--- src/rtl/subleq_pkg.sv ---
// -----------------------------------------------------------------------------
// subleq_pkg
// Shared definitions for the SUBLEQ engine:
//   state_t     - sequencing states of the engine
//   word_bytes  - number of bytes in one data word
// -----------------------------------------------------------------------------
package subleq_pkg;

   typedef enum logic [2:0] {
      ST_FETCH_A = 3'd0,
      ST_FETCH_B = 3'd1,
      ST_FETCH_C = 3'd2,
      ST_READ_A  = 3'd3,
      ST_READ_B  = 3'd4,
      ST_WRITE   = 3'd5,
      ST_HALT    = 3'd6
   } state_t;

   function automatic int word_bytes(input int data_w);
      return data_w / 8;
   endfunction

endpackage

--- src/rtl/subleq_byteswap.sv ---
// -----------------------------------------------------------------------------
// subleq_byteswap
// Reverses the byte order of a data word, or passes it through unchanged.
// Parameters: DATA_W (word width, multiple of 8), BYTE_SWAP (1 = reverse).
// Ports:
//   din   in   DATA_W  word to convert
//   dout  out  DATA_W  converted word
// -----------------------------------------------------------------------------
module subleq_byteswap
   import subleq_pkg::*;
#(
   parameter int DATA_W    = 32,
   parameter int BYTE_SWAP = 1
) (
   input  logic [DATA_W-1:0] din,
   output logic [DATA_W-1:0] dout
);

   localparam int NB = word_bytes(DATA_W);

   generate
      if (BYTE_SWAP != 0) begin : g_swap
         for (genvar i = 0; i < NB; i++) begin : g_byte
            assign dout[8*i +: 8] = din[8*(NB-1-i) +: 8];
         end
      end else begin : g_pass
         assign dout = din;
      end
   endgenerate

endmodule

--- src/rtl/subleq_engine.sv ---
// -----------------------------------------------------------------------------
// subleq_engine
// Single-instruction (SUBLEQ A,B,C) processor driving one request/acknowledge
// memory port. Each instruction is six accesses: fetch A, B, C, read mem[A],
// read mem[B], write mem[B]-mem[A] back to B; then branch to C if the result
// is <= 0 (signed), else fall through by three words.
// Optional build macro: SUBLEQ_HALT_EN - a taken branch to its own pc stops
// the core (halted=1) until reset; without it halted is tied to 0.
// Ports:
//   clk        in   1       clock, rising edge
//   rst        in   1       asynchronous active-low reset
//   cpu_en     in   1       allow new requests; 0 stalls at a request boundary
//   mem_req    out  1       request valid
//   mem_we     out  1       1 = write, 0 = read
//   mem_addr   out  ADDR_W  byte address
//   mem_wdata  out  DATA_W  write data (byte order per BYTE_SWAP)
//   mem_ack    in   1       request accepted / read data valid
//   mem_rdata  in   DATA_W  read data (byte order per BYTE_SWAP)
//   halted     out  1       core stopped
//   retired    out  32      completed instruction count (wraps)
// -----------------------------------------------------------------------------
module subleq_engine
   import subleq_pkg::*;
#(
   parameter int          DATA_W    = 32,
   parameter int          ADDR_W    = 32,
   parameter int          BYTE_SWAP = 1,
   parameter int unsigned RESET_PC  = 0
) (
   input  logic              clk,
   input  logic              rst,
   input  logic              cpu_en,
   output logic              mem_req,
   output logic              mem_we,
   output logic [ADDR_W-1:0] mem_addr,
   output logic [DATA_W-1:0] mem_wdata,
   input  logic              mem_ack,
   input  logic [DATA_W-1:0] mem_rdata,
   output logic              halted,
   output logic [31:0]       retired
);

   localparam int              WB         = word_bytes(DATA_W);
   localparam logic [ADDR_W-1:0] STEP1    = ADDR_W'(WB);
   localparam logic [ADDR_W-1:0] STEP2    = ADDR_W'(2 * WB);
   localparam logic [ADDR_W-1:0] STEP3    = ADDR_W'(3 * WB);
   localparam logic [ADDR_W-1:0] RESET_PC_A = ADDR_W'(RESET_PC);

   state_t              state_q, state_d;
   logic [ADDR_W-1:0]   pc_q, pc_d;
   logic [ADDR_W-1:0]   a_q, a_d, b_q, b_d, c_q, c_d;
   logic [DATA_W-1:0]   opa_q, opa_d;
   logic [DATA_W-1:0]   res_q, res_d;
   logic [31:0]         retired_q, retired_d;
   logic                mem_req_q, mem_req_d;
   logic                mem_we_q, mem_we_d;
   logic [ADDR_W-1:0]   mem_addr_q, mem_addr_d;
   logic [DATA_W-1:0]   mem_wdata_q, mem_wdata_d;

   logic [DATA_W-1:0]   rd_word;
   logic [DATA_W-1:0]   wr_word;
   logic [ADDR_W-1:0]   nxt_addr;
   logic                fire;
   logic                taken;

   subleq_byteswap #(.DATA_W(DATA_W), .BYTE_SWAP(BYTE_SWAP)) u_rd_swap (
      .din  (mem_rdata),
      .dout (rd_word)
   );

   subleq_byteswap #(.DATA_W(DATA_W), .BYTE_SWAP(BYTE_SWAP)) u_wr_swap (
      .din  (res_d),
      .dout (wr_word)
   );

   assign fire  = mem_req_q & mem_ack;
   // Signed "<= 0" on the wrapped difference: sign bit set or all zero.
   assign taken = res_q[DATA_W-1] | ~|res_q;

   // Instruction datapath: advances only on an acknowledged request.
   always_comb begin
      // NOTE: every output gets a default first so no path infers a latch.
      state_d   = state_q;
      pc_d      = pc_q;
      a_d       = a_q;
      b_d       = b_q;
      c_d       = c_q;
      opa_d     = opa_q;
      res_d     = res_q;
      retired_d = retired_q;
      if (fire) begin
         case (state_q)
            ST_FETCH_A: begin a_d = rd_word[ADDR_W-1:0]; state_d = ST_FETCH_B; end
            ST_FETCH_B: begin b_d = rd_word[ADDR_W-1:0]; state_d = ST_FETCH_C; end
            ST_FETCH_C: begin c_d = rd_word[ADDR_W-1:0]; state_d = ST_READ_A;  end
            ST_READ_A:  begin opa_d = rd_word;           state_d = ST_READ_B;  end
            ST_READ_B:  begin res_d = rd_word - opa_q;   state_d = ST_WRITE;   end
            ST_WRITE: begin
               retired_d = retired_q + 32'd1;
               state_d   = ST_FETCH_A;
               if (taken) begin
                  pc_d = c_q;
`ifdef SUBLEQ_HALT_EN
                  if (c_q == pc_q) state_d = ST_HALT;
`endif
               end else begin
                  pc_d = pc_q + STEP3;
               end
            end
            default: ;
         endcase
      end
   end

   // Bus side: a new request is launched when the previous one is accepted
   // (or none is pending) and cpu_en allows it; a pending request is never
   // withdrawn or altered before its acknowledge.
   always_comb begin
      mem_req_d   = mem_req_q;
      mem_we_d    = mem_we_q;
      mem_addr_d  = mem_addr_q;
      mem_wdata_d = mem_wdata_q;
      case (state_d)
         ST_FETCH_A: nxt_addr = pc_d;
         ST_FETCH_B: nxt_addr = pc_d + STEP1;
         ST_FETCH_C: nxt_addr = pc_d + STEP2;
         ST_READ_A:  nxt_addr = a_d;
         default:    nxt_addr = b_d;
      endcase
      if (state_d != ST_HALT && cpu_en && (fire || !mem_req_q)) begin
         mem_req_d   = 1'b1;
         mem_we_d    = (state_d == ST_WRITE);
         mem_addr_d  = nxt_addr;
         mem_wdata_d = wr_word;
      end else if (fire) begin
         mem_req_d = 1'b0;
         mem_we_d  = 1'b0;
      end
   end

   // NOTE: async active-low reset clears all state; non-blocking assignments
   // keep every flop sampling pre-edge values.
   always_ff @(posedge clk or negedge rst) begin
      if (!rst) begin
         state_q     <= ST_FETCH_A;
         pc_q        <= RESET_PC_A;
         a_q         <= '0;
         b_q         <= '0;
         c_q         <= '0;
         opa_q       <= '0;
         res_q       <= '0;
         retired_q   <= '0;
         mem_req_q   <= 1'b0;
         mem_we_q    <= 1'b0;
         mem_addr_q  <= '0;
         mem_wdata_q <= '0;
      end else begin
         state_q     <= state_d;
         pc_q        <= pc_d;
         a_q         <= a_d;
         b_q         <= b_d;
         c_q         <= c_d;
         opa_q       <= opa_d;
         res_q       <= res_d;
         retired_q   <= retired_d;
         mem_req_q   <= mem_req_d;
         mem_we_q    <= mem_we_d;
         mem_addr_q  <= mem_addr_d;
         mem_wdata_q <= mem_wdata_d;
      end
   end

   assign mem_req   = mem_req_q;
   assign mem_we    = mem_we_q;
   assign mem_addr  = mem_addr_q;
   assign mem_wdata = mem_wdata_q;
   assign retired   = retired_q;
`ifdef SUBLEQ_HALT_EN
   assign halted    = (state_q == ST_HALT);
`else
   assign halted    = 1'b0;
`endif

endmodule

--- config.mk ---
export PLATFORM = sky130hd
export DESIGN_NAME = subleq_engine
export DESIGN_NICKNAME = d
export VERILOG_FILES = /design/src/rtl/subleq_pkg.sv /design/src/rtl/subleq_byteswap.sv /design/src/rtl/subleq_engine.sv
export SDC_FILE = /design/constraint.sdc
export NUM_CORES = 1
export LEC_CHECK = 0
export BUFFER_PORTS_ARGS = -buffer_cell sky130_fd_sc_hd__buf_2
export CAP_MARGIN = 20
export CORE_AREA = 2 2 216 154
export DETAILED_ROUTE_END_ITERATION = 8
export DIE_AREA = 0 0 218 156
export GPL_TIMING_DRIVEN = 0
export PLACE_DENSITY = 0.69
export SYNTH_ARGS = -nofsm -noshare
export SYNTH_HDL_FRONTEND = slang
export SYNTH_HIERARCHICAL = 1
export SYNTH_SLANG_ARGS = --single-unit
--- constraint.sdc ---
create_clock -name clk -period 6.5 [get_ports clk]
set_clock_uncertainty 0.2 [all_clocks]
set_input_delay 0.325 -clock clk [delete_from_list [all_inputs] [get_ports clk]]
set_output_delay 0.325 -clock clk [all_outputs]
set_load 0.005 [all_outputs]
==> out/qor.csv <==
metric,value,unit
cpPeakStageDelay,600,ps
syn-num-nets,1706,
cp-start-kind,register,
ant_nets,0,
multi_input_area,0.00736,mm²
ys_seq_area_share,46.6,%
synth_edf_count,0,
synth_area_leaders,"dfrtp_1 47%, mux2_2 7.4%, nand2_1 6.1%",
numCtsBuffers,29,
r2r_slack,550,ps
grt_pass1_wl,74400,µm
finalSetupTns,0,ps
whs,63.9,ps
hold_path_class,input pin to register,
synth_common_cells,"293 x dfrtp_1, 257 x nand2_1, 118 x o21ai_0",
nets,1876,
synth.most_common_cell,dfrtp_1,
area_delta_synth_final,15.5,%
cts_tree,done,
antenna_found_initial,1,
fmax,0.168,GHz
syn_area,0.0157,mm²
tightest_slew,1180,ps
timing.rr.start,res_q[31]$_DFF_PN0_,
routabilityCongestion,0.944,
synth.distinct_cells,85,
ys_ff_latch,293,
wire_per_inst,21.7,µm
clkLatencyLatePin,590,ps
regArea,0.00733,mm²
clk_pin_slew,60,ps
crit_fanout,10,
synthArstFlopShare,100,%
gr-total-overflow,0,
cts_root_buffer,clkbuf_16,
fillCellCount,2833,
dr.pass1.iters,7,
die_y,156,µm
io_pins,135,
p_leak,8.23,nW
hpwlAfterDp,36800,µm
worst_setup_path_end_kind,register,
holdBufCountCts,34,
grt_max_degree,121,
ir_worst_vdd,0.246,mV
die-width,218,µm
yosys_warnings,6,
avgSynthCellArea,9.63,µm²
first_global_vias,12500,
vias_per_cell,5.89,
critPathKind,register to register,
yosys.area.top_type_share,46.6,%
crit_slowest_cell,nor4_2,
coreArea,0.0319,mm²
io_buffer_count,101,
synth_ff_type,dfrtp_1,
htree_levels,1,
maxCapViolCount,0,
finalWirelength,49000,µm
worstPathRequired,6730,ps
cp.arrival,6180,ps
slew_headroom,20.8,%
path_cells,nor4_1 > and4_1 > a21oi_1 > buf_2 > a21oi_1 > a2bb2oi_1 > ha_1 > nand2_1 > or3_1 > nor4_2 > buf_4 > nand3_1 > xnor2_1 > a22oi_1 > a21oi_1,
cp_common_cell,a21oi_1,
rows,55,
finalSetupViolCount,0,
drt_iter0_drc,1423,
min_period,5950,ps
grt_usage,28.7,%
postCtsSetupRepairBufs,0,
powerDensity,479,mW/mm²
final_layout_size_suffix_gt1_share,20.4,%
start_util,49.3,%
clk_path_buf_depth,3,
cp-startpoint,res_q[31]$_DFF_PN0_,
final_hold_viol_count,0,
period_share,91.5,%
fin_util,56.9,%
vias,13300,
drcViolationCount,0,
drv_slew,0,
hp-start,cpu_en,
synth_top_area_cell,dfrtp_1,
postSynthCellCount,1634,
cts_resized,0,
grt_setup_unrepaired,no,
clkSinkCount,293,
status,completed,
die_area,0.0340,mm²
per-stage QoR:
stage	cell area (µm²)	setup WS (ps)	cells	total power, mW
global route	18200	431	2253	9.22
floorplan	15700	2610	1634	5.54
CTS	18200	923	2252	8.64
finish	18200	554	2254	8.70
detailed placement	16800	947	2165	6.86
global placement	16800	-549	2162	6.76
where the power goes:
group          total, mW  internal (mW)  switching, mW  leakage [nW]
combinational       3.90           1.57           2.33          4.12
sequential          3.06           2.60          0.468          3.64
clock               1.74          0.992          0.746         0.475
final cells by class:
type                            count  share of cell area (%)
Inverter                           64                    1.33
Multi-Input combinational cell   1138                    40.5
Clock inverter                     10                   0.620
Sequential cell                   293                    40.4
Timing Repair Buffer              139                    5.08
Antenna cell                        1                  0.0138
Clock buffer                       43                    4.73
Tap cell                          427                    2.94
Buffer                            139                    4.40
cells by family after synthesis:
logic type | after synthesis | synth area share (%)
buffers and inverters | 203 | 6.62
AND/OR/NAND/NOR | 554 | 17.0
adder cells (fa/ha/maj) | 37 | 2.97
other | 1 | 0.0238
multiplexers | 115 | 8.14
XOR/XNOR | 72 | 4.01
AO/OA/AOI/OAI | 359 | 14.7
flip-flops | 293 | 46.6
placed cells by master (no fill, tap or decap), types with 17 or more instances in the layout:
cell,count
nor4_1,19
nand3_1,40
a21o_1,17
nand2_1,257
dlygate4sd3_1,34
nor3_1,27
nand4_1,24
xnor2_1,47
buf_2,118
a21oi_1,69
clkbuf_16,29
inv_1,62
buf_4,69
dfrtp_1,293
nor2_1,82
o21ai_0,118
clkbuf_1,54
xor2_1,25
mux2_2,104
and3_1,20
ha_1,35
layer usage:
layer	GRT usage, %	wire [µm]
met5	0	0
met1	44.8	23600
met2	39.9	19700
met4	6.54	1060
met3	6.74	4580
final timing paths:
kind	to	depth (start not counted)
max	mem_addr[21]$_DFFE_PN0P_	15
min	mem_req$_DFFE_PN0P_	3
max reg2reg	mem_addr[21]$_DFFE_PN0P_	15
min reg2reg	retired[31]$_DFFE_PN0P_	1
max in group asynchronous	retired[14]$_DFFE_PN0P_	3
min in group asynchronous	res_q[26]$_DFF_PN0_	2
critical path, delay by kind of cell, from the launching register on:
family,cells,cell delay [ps]
xor+xnor,1,190
buf+inv,2,580
fa+ha+maj,1,340
simple gates,6,2330
compound gates,5,1570
flops,1,580
registers in the layout (all words and copies together), names as in the netlist:
name and cells:
mem_we 1, c_q 32, pc_q 32, res_q 32, retired 32, b_q 32
a_q 32, opa_q 32, mem_req 1, mem_addr 32, mem_wdata 32, state_q 3
(Power assumes the default switching activity.)
